**config.mk**
```make
export PLATFORM = sky130hd
export DESIGN_NAME = activation_window
export DESIGN_NICKNAME = d
export VERILOG_FILES = /design/src/rtl/net_pkg.sv /design/src/rtl/sample_delay_line.sv /design/src/rtl/activation_window.sv
export SDC_FILE = /design/constraint.sdc
export NUM_CORES = 1
export LEC_CHECK = 0
export ABC_AREA = 0
export CAP_MARGIN = 0
export CORE_AREA = 5 5 253 255
export DETAILED_ROUTE_END_ITERATION = 8
export DIE_AREA = 0 0 258 260
export GPL_ROUTABILITY_DRIVEN = 0
export PLACE_DENSITY_LB_ADDON = 0.12
export SYNTH_ARGS = -nofsm -noshare
export SYNTH_HDL_FRONTEND = slang
export SYNTH_SLANG_ARGS = --single-unit
```
**constraint.sdc**
```tcl
create_clock -name clk -period 16 [get_ports clk]
set_clock_uncertainty 0.2 [all_clocks]
set_input_delay 1.6 -clock clk [delete_from_list [all_inputs] [get_ports clk]]
set_output_delay 1.6 -clock clk [all_outputs]
set_load 0.05 [all_outputs]
```
**src/rtl/net_pkg.sv**
```systemverilog
// Shared definitions for the conv net datapath: activation element format
// and the window-producer state encoding.
package net_pkg;

  localparam int W = 16;
  localparam int D = 8;

  typedef enum logic {
    FILL  = 1'b0,
    VALID = 1'b1
  } state_t;

endpackage

```
**src/rtl/sample_delay_line.sv**
```systemverilog
// DEPTH x WIDTH shift register with shift enable and synchronous clear.
// Entry 0 holds the newest sample; every entry is exposed.
module sample_delay_line #(
  parameter int DEPTH = 4,
  parameter int WIDTH = 128
) (
  input  logic                        clk,
  input  logic                        rst,
  input  logic                        clear,
  input  logic                        shift,
  input  logic [WIDTH-1:0]            din,
  output logic [DEPTH-1:0][WIDTH-1:0] entries
);

  // Clear wins over shift so a flushed cycle never leaves a stale sample behind.
  always_ff @(posedge clk or posedge rst) begin
    if (rst) begin
      entries <= '0;
    end else if (clear) begin
      entries <= '0;
    end else if (shift) begin
      entries <= {entries[DEPTH-2:0], din};
    end
  end

endmodule

```
**src/rtl/activation_window.sv**
```systemverilog
// Sliding-window activation producer: presents four dilated, time-ordered
// taps of the incoming vector stream to a 4-tap 1D conv layer.
module activation_window #(
  parameter int W        = net_pkg::W,
  parameter int D        = net_pkg::D,
  parameter int DILATION = 1,
  localparam int DEPTH   = 3*DILATION+1,
  localparam int CW      = $clog2(DEPTH+1)
) (
  input  logic           clk,
  input  logic           rst,
  input  logic           flush,
  input  logic           in_v,
  input  logic [D*W-1:0] in_data,
  output logic           in_ready,
  output logic           out_v,
  input  logic           out_ready,
  output logic [D*W-1:0] packed_a0,
  output logic [D*W-1:0] packed_a1,
  output logic [D*W-1:0] packed_a2,
  output logic [D*W-1:0] packed_a3,
  output logic [CW-1:0]  fill_count
);

  import net_pkg::*;

  localparam logic [CW-1:0] DEPTH_C = CW'(DEPTH);
  localparam logic [CW-1:0] LAST_C  = CW'(DEPTH-1);

  state_t                      state;
  logic                        push;
  logic [DEPTH-1:0][D*W-1:0]   entries;

  assign in_ready = !out_v || out_ready;
  assign push     = in_v && in_ready && !flush;

  sample_delay_line #(
    .DEPTH (DEPTH),
    .WIDTH (D*W)
  ) u_delay (
    .clk     (clk),
    .rst     (rst),
    .clear   (flush),
    .shift   (push),
    .din     (in_data),
    .entries (entries)
  );

  assign packed_a0 = entries[3*DILATION];
  assign packed_a1 = entries[2*DILATION];
  assign packed_a2 = entries[DILATION];
  assign packed_a3 = entries[0];

  // Once full, the count parks at DEPTH so a drained window is re-armed by a single push.
  always_ff @(posedge clk or posedge rst) begin
    if (rst) begin
      state      <= FILL;
      out_v      <= 1'b0;
      fill_count <= '0;
    end else if (flush) begin
      state      <= FILL;
      out_v      <= 1'b0;
      fill_count <= '0;
    end else begin
      if (push && fill_count != DEPTH_C) begin
        fill_count <= fill_count + CW'(1);
      end
      case (state)
        FILL: begin
          if (push && fill_count >= LAST_C) begin
            state <= VALID;
            out_v <= 1'b1;
          end
        end
        VALID: begin
          if (out_ready && !push) begin
            state <= FILL;
            out_v <= 1'b0;
          end
        end
      endcase
    end
  end

endmodule

```
==> Word level (Yosys, flattened, before mapping) <==
Cells that the tools add are included.
{ "op_classes": {"addsub": 1, "magnitude_cmp": 1, "n_eq_ne": 3, "mux": 12, "bitwise": 1, "n_reduce_logical": 12} }
{ "ops": {"columns": ["op", "n"], "rows": [
  ["two-way mux 512 bit", 2],
  ["two-way mux 1 bit", 6],
  ["two-way mux 3 bit", 2],
  ["inequality test 3 bit, second input constant", 2],
  ["logical AND 1 bit", 5],
  ["case mux 1 bit (2 select lines)", 2],
  ["nonzero test 2 bit", 2],
  ["adder 3 x 1 -> 3 bit, second input constant", 1],
  ["greater-or-equal comparator 3 x 2 -> 1 bit, second input constant", 1],
  ["logical NOT 1 bit", 3],
  ["inequality test 3 x 2 -> 1 bit, second input constant", 1],
  ["AND reduction 2 bit", 1],
  ["logical OR 1 bit", 1],
  ["inverter 1 bit", 1]
]} }
{ "totals": {"regBits": 517, "in_bits": 133, "out_inout_bits": 517, "word_cells": 37} }

==> Longest topological paths before layout <==
Gate-level depths: netlist of the first run.
{ "logic_depth": {"depth_word": 9, "depth_mapped": 7, "mapped_depth_nobuf": 5} }

==> Cells and area by module <==
From an unflattened synthesis of the first run, not the netlist that was laid out.
{ "hier_totals": {"cells_unflattened": 1685, "hier_area_um2": 21429.3} }
{ "by_module_without_submodules": {"columns": ["mod", "instances", "cells_per_inst", "area_per_inst_um2", "seq_area_each_um2"], "rows": [
  ["sample_delay_line", 1, 1651, 21112.7, 12812.3],
  ["activation_window", 1, 34, 316.6, 125.1]
]} }

==> Worst setup path before layout of the first run <==
No wires, ideal clock.
{ "synth_path": {"path_type": "input to output", "from": "input out_ready", "to": "output in_ready", "t_arrival_ps": 1999, "required_ps": 14200, "slack_ps": 12201, "stages": 2, "n_path_buf": 1, "path_cell_list": "nand2b_1 > clkbuf_2"} }
{ "synth_between": {"elab_chain_len": 1} }
{ "synth_rtl": {"columns": ["element", "line_no", "rtl"], "rows": [
  ["start: declaration", "activation_window.sv:17", "input logic out_ready,"],
  ["logical OR 1 bit", "activation_window.sv:34", "assign in_ready = !out_v || out_ready;"],
  ["end: declaration", "activation_window.sv:15", "output logic in_ready,"]
]} }
Every way passes these cells.

==> Worst setup path after layout of the first run <==
{ "layout_path": {"from": "input out_ready", "to": "register u_delay.entries[111] (netlist name)"} }
{ "layout_between": {"elab_chain_len": 4} }
{ "layout_rtl": {"columns": ["element", "line_no", "rtl"], "rows": [
  ["logical OR 1 bit", "activation_window.sv:34", null],
  ["logical AND 1 bit (2 in series)", "activation_window.sv:35", "assign push = in_v && in_ready && !flush;"],
  ["nonzero test 2 bit (no source line)", null, null],
  ["end signal: assignment", "sample_delay_line.sv:22", "entries <= {entries[DEPTH-2:0], din};"],
  ["end: declaration", "sample_delay_line.sv:12", "output logic [DEPTH-1:0][WIDTH-1:0] entries"]
]} }
Every way passes these cells.
A chain may end at the register's enable or synchronous reset.

==> metrics.cfg, run 1 <==
[finish]
nNetsFinal = 1918
stdcell_area_sq_mm = 0.0272
layout-drive-gt1-share_pct = 6.41
fin_cells = 2620
fin_util_pct = 44.3
final_cell_mix = clkdlybuf4s50_1 (649), dfrtp_1 (517), a22o_1 (512), clkbuf_16 (58), buf_4 (18)
final_common_cell = clkdlybuf4s50_1
area_growth_pct = 46.4

[clock_network]
cts_tree = built
post_cts_buffers = 0
ctsHoldBuffers = 0
cts-root-buf = clkbuf_16
post_cts_resized = 0
insertion_delay_ps = 590
htreeDepth = 2
cts_buffers = 56
cts_max_path_buffers = 3
clkSlewWorstSetupHoldPaths_ps = 60
cts_sinks = 517

[synthesis]
ys_types = 26
synth_flop_cell = dfrtp_1
post_synth.cell_area_avg_sq_um = 15.8
ys_ff_latch = 517
synth_area_sq_mm = 0.0186
ys_seq_area_share_pct = 69.7
synth_nets = 1308
async_flop_share_pct = 100
synth-edff-count = 0
syn_inst = 1172
yosysWarnings = 0

[flow_run]
maxCapViolCount = 0

[pwr]
p_sw_share_pct = 26.9
switchingPower_mw = 0.839
peakVddDrop_mv = 0.0726
power.density_mw_per_mm2 = 115
combPwrFrac_pct = 13.0
p_int_mw = 2.28
p_clk_share_pct = 42.5
power_frac_seq_pct = 44.5
power_mw = 3.12
cellLeakagePower_nw = 12.2

[run_status]
status = finished, final reports clean

[route]
drt-wirelength-per-cell_um = 23.3
drtPass1Iterations = 4
wirelength_mm = 61.0
num_vias = 13000
remaining_drc_errors = 0
drtAntennaViolNets = 0
avgViaCountPerCell = 4.96
first_iter_violations = 884

[timing]
hold_ws_ps = 300
fin_ws_ps = 10140
hold_violations = 0
report.final.slew_viol_count = 0
setup_viol = 0
setup_tns_ps = 0
post-route-min-period_ps = 5860
rsz0062_at_grt = no
slew_headroom_pct = 25.2
fin_crit_sh_pct = 36.7
worst_pin_slew_ps = 1120
fmax_ghz = 0.171

[floorplanning]
num_rows = 91
start_util_pct = 30.3
die_h_um = 260
core-area_sq_mm = 0.0614
io_pins = 650
dieWidth_um = 258
dieArea_sq_mm = 0.0671

[global_routing]
antenna_found_initial = 6
grt-ovfl-total = 0
grt_max_degree = 103
first_global_vias = 13300
grt_util_all_layers_pct = 17.2
grt_pass1_wl_mm = 90.6

[worst_hold_path]
hp-class = register to register
holdPathStages = 1

[critical_path]
cp_slowest_cell = buf_4
critical_path.most_common_cell = buf_4
critPathMaxFanout = 98
slowest_delay_ps = 890
end_kind = register
path_cells = clkdlybuf4s50_1 -> nand2b_1 -> and3_4 -> buf_4 -> buf_4 -> buf_4 -> a22o_1
start_kind = input pin
required_ps = 16320
reg2reg_depth = 6
crit_arrival_ps = 6190
crit_type = input pin to register

[placed_design]
dp_hpwl_mm = 42.5
numPortBuffers = 649
place_area_sq_mm = 0.0252
place_ws_ps = 9590
post-place-cells = 2514

[kinds of logic (layout without fill, tap and decap cells)]
family                   count (synthesis)  after routing  share of synthesized area [%]
AO/OA/AOI/OAI                          521            521                           24.5
flip-flops                             517            517                           69.7
buffers and inverters                  123            776                           5.29
AND/OR/NAND/NOR                          6              6                          0.175
adder cells (fa/ha/maj)                  3              3                          0.202
multiplexers                             2              2                          0.115
other                                    0              5                              0
[synth_stat cells, types with 3 or more instances]
cell,instances,area (sq um)
buf_6,45,507
buf_2,25,125
ha_1,3,37.5
a22o_1,512,4480
clkbuf_1,4,15.0
inv_1,8,30.0
buf_4,40,300
dfrtp_1,517,12900
[state kept, by name (all words and copies together) (netlist names)]
| register | cells |
|---|---|
| fill_count | 3 |
| out_v | 1 |
| state | 1 |
| u_delay.entries | 512 |
[path summary, 6_finish.rpt]
check / startpoint / to / slack, ps
max: out_ready / u_delay.entries[111] / 10140
min: u_delay.entries[495] / u_delay.entries[495] / 300
max reg2reg: out_v / u_delay.entries[111] / 11300
min reg2reg: u_delay.entries[495] / u_delay.entries[495] / 300
min in group asynchronous: rst / fill_count[2] / 1190
max in group asynchronous: rst / u_delay.entries[269] / 11310
[metal layers]
layer  track usage, %  part of all wire (%)  vias to the layer above
met2             28.9                    50                      396
met3             6.32                   8.1                       87
met1             20.8                    39                     6695
met4             5.38                   2.7                        4
met5                0                 0.044                        -
li1                 -                     -                     5802
[power by group through the flow]
stage | logic, mW | registers [mW] | clock network [mW]
3_5_place_dp | 0.409 | 1.41 | 0
3_3_place_gp | 0.408 | 1.41 | 0
2_1_floorplan | 0.120 | 1.55 | 0
6_report | 0.405 | 1.39 | 1.33
4_1_cts | 0.411 | 1.39 | 1.37
5_1_grt | 0.426 | 1.39 | 1.42
[worst max-delay path, delay by kind of cell]
kind | cells | cell delay [ps]
buf+inv | 4 | 3080
simple gates | 2 | 1030
compound gates | 1 | 250
[layout make-up]
cell class | instances | area [sq um]
clock inverter | 21 | 224
sequential | 517 | 12900
inverter | 8 | 33.8
fill | 5572 | 34200
timing repair buffer | 667 | 6630
antenna | 5 | 12.5
clock buffer | 80 | 1690
multi-input combinational | 532 | 4660
tap | 790 | 988
No activity file was read; power rests on OpenSTA's default activity.
==> run 2, diff against run 1 <==
--- a/config.mk
+++ b/config.mk
@@ -7,9 +7,9 @@
 export LEC_CHECK = 0
 export ABC_AREA = 0
 export CAP_MARGIN = 0
-export CORE_AREA = 5 5 253 255
+export CORE_AREA = 5 5 249 251
 export DETAILED_ROUTE_END_ITERATION = 8
-export DIE_AREA = 0 0 258 260
+export DIE_AREA = 0 0 254 256
 export GPL_ROUTABILITY_DRIVEN = 0
 export PLACE_DENSITY_LB_ADDON = 0.12
 export SYNTH_ARGS = -nofsm -noshare
==> constraint.sdc (replaced) <==
create_clock -name clk -period 5.8 [get_ports clk]
set_clock_uncertainty 0.2 [all_clocks]
set_input_delay 0.58 -clock clk [delete_from_list [all_inputs] [get_ports clk]]
set_output_delay 0.58 -clock clk [all_outputs]
set_load 0.05 [all_outputs]
==> metrics.cfg, run 2 (same netlist as run 1, synthesis figures left out) <==
[run_status]
status = finished, final reports clean

[pwr]
power.density_mw_per_mm2 = 307
peakVddDrop_mv = 0.210
cellLeakagePower_nw = 12.2

[global_routing]
first_global_vias = 13200
grt_util_all_layers_pct = 17.8
grt_pass1_wl_mm = 89.7
antenna_found_initial = 4
grt_max_degree = 211
grt-ovfl-total = 0

[floorplanning]
start_util_pct = 31.1
die_h_um = 256
io_pins = 650
core-area_sq_mm = 0.0597
dieWidth_um = 254
dieArea_sq_mm = 0.0650
num_rows = 90

[flow_run]
maxCapViolCount = 0

[route]
first_iter_violations = 960
drt-wirelength-per-cell_um = 23.3
wirelength_mm = 60.7
num_vias = 13000
remaining_drc_errors = 0
drtPass1Iterations = 5
drtAntennaViolNets = 0
avgViaCountPerCell = 4.99

[finish]
multi_input_area_sq_mm = 0.00466
final_common_cell = clkdlybuf4s50_1
area_growth_pct = 45.8
nNetsFinal = 1923
n_fill_cell = 5460
final_cell_mix = clkdlybuf4s50_1 (649), dfrtp_1 (517), a22o_1 (512), clkbuf_16 (57), clkbuf_1 (22)
largest_reg_flops = 512
largestRegisters = u_delay.entries: 512 flops, fill_count: 3 flops
fin_util_pct = 45.4
fin_cells = 2610
largest_register = u_delay.entries
layout-drive-gt1-share_pct = 5.53
seq_area_sq_mm = 0.0129
stdcell_area_sq_mm = 0.0271

[clock_network]
ctsHoldBuffers = 0
insertion_delay_ps = 580
cts_buffers = 56
cts_max_path_buffers = 3
cts_tree = built
clkSlewWorstSetupHoldPaths_ps = 50
post_cts_buffers = 0
cts_sinks = 517
post_cts_resized = 0
htreeDepth = 2
cts-root-buf = clkbuf_16

[timing]
fmax_ghz = 0.333
rsz0062_at_grt = no
worst_pin_slew_ps = 1190
setup_tns_ps = 0
report.final.slew_viol_count = 0
fin_crit_sh_pct = 51.8
setup_viol = 0
hold_violations = 0
slew_headroom_pct = 20.4
post-route-min-period_ps = 3000

[critical_path]
crit_arrival_ps = 2220
critPathMaxFanout = 6
end_kind = output port
start_kind = input pin
required_ps = 5020
reg2reg_depth = 4
crit_type = input pin to output port

[placed_design]
place_area_sq_mm = 0.0254
numPortBuffers = 649
post-place-cells = 2511
dp_hpwl_mm = 41.8

[worst_hold_path]
hp-class = input pin to asynchronous set/reset pin

run 2: cell types whose count changed in the layout (fill, tap and decap cells not counted), sizes merged:
cell	delta
clkinv	-9
clkbuf	+8
buf	+5
bufinv	-3
diode	-2
clkinvlp	-1
run 2: worst paths after layout:
kind / startpoint / slack (ps) / endpoint
setup / recovery: out_ready / 2800 / in_ready
hold / removal: rst / 250 / u_delay.entries[471]
setup reg to reg: out_v / 3120 / u_delay.entries[107]
hold reg to reg: u_delay.entries[466] / 300 / u_delay.entries[466]
max in group asynchronous: rst / 3780 / u_delay.entries[37]
min in group clk: u_delay.entries[466] / 300 / u_delay.entries[466]
run 2: layout make-up:
class	count	area share, %
flip-flops and latches	517	47.8
repair buffers	672	25.0
multi-input cells	532	17.2
clock buffers	88	6.03
well taps	782	3.61
clock inverters	8	0.259
inverters	8	0.125
diodes	3	0.0277
run 2: metrics by stage:
| stage | hold WS [ps] | setup WS [ps] | power [mW] |
|---|---|---|---|
| floorplan | 320 | -2000 | 4.61 |
| global placement | 287 | 2520 | 5.03 |
| detailed placement | 290 | 2470 | 5.03 |
| CTS | 235 | 2790 | 8.44 |
| global route | 290 | 2760 | 8.63 |
| finish | 252 | 2800 | 8.31 |
run 2: report_power, final:
group,internal (mW),switching (mW),leakage (nW)
combinational,0.372,0.757,4.24
clock,1.95,1.40,0.827
sequential,3.72,0.103,7.10
total,6.05,2.26,12.2
run 2: routing by layer:
metal / global-route usage [%] / wire [um] / share of wire [%] / vias to the layer above
li1: - / - / - / 5808
met1: 21.7 / 24000 / 40 / 6694
met2: 29.3 / 29600 / 49 / 411
met3: 6.41 / 5210 / 8.6 / 101
met4: 5.89 / 1870 / 3.1 / 2
met5: 0 / 7 / 0.012 / -
run 2: critical path: stages:
cell and delay [ps]:
clkdlybuf4s50_1 490, nand2b_1 270, clkdlybuf4s50_1 880
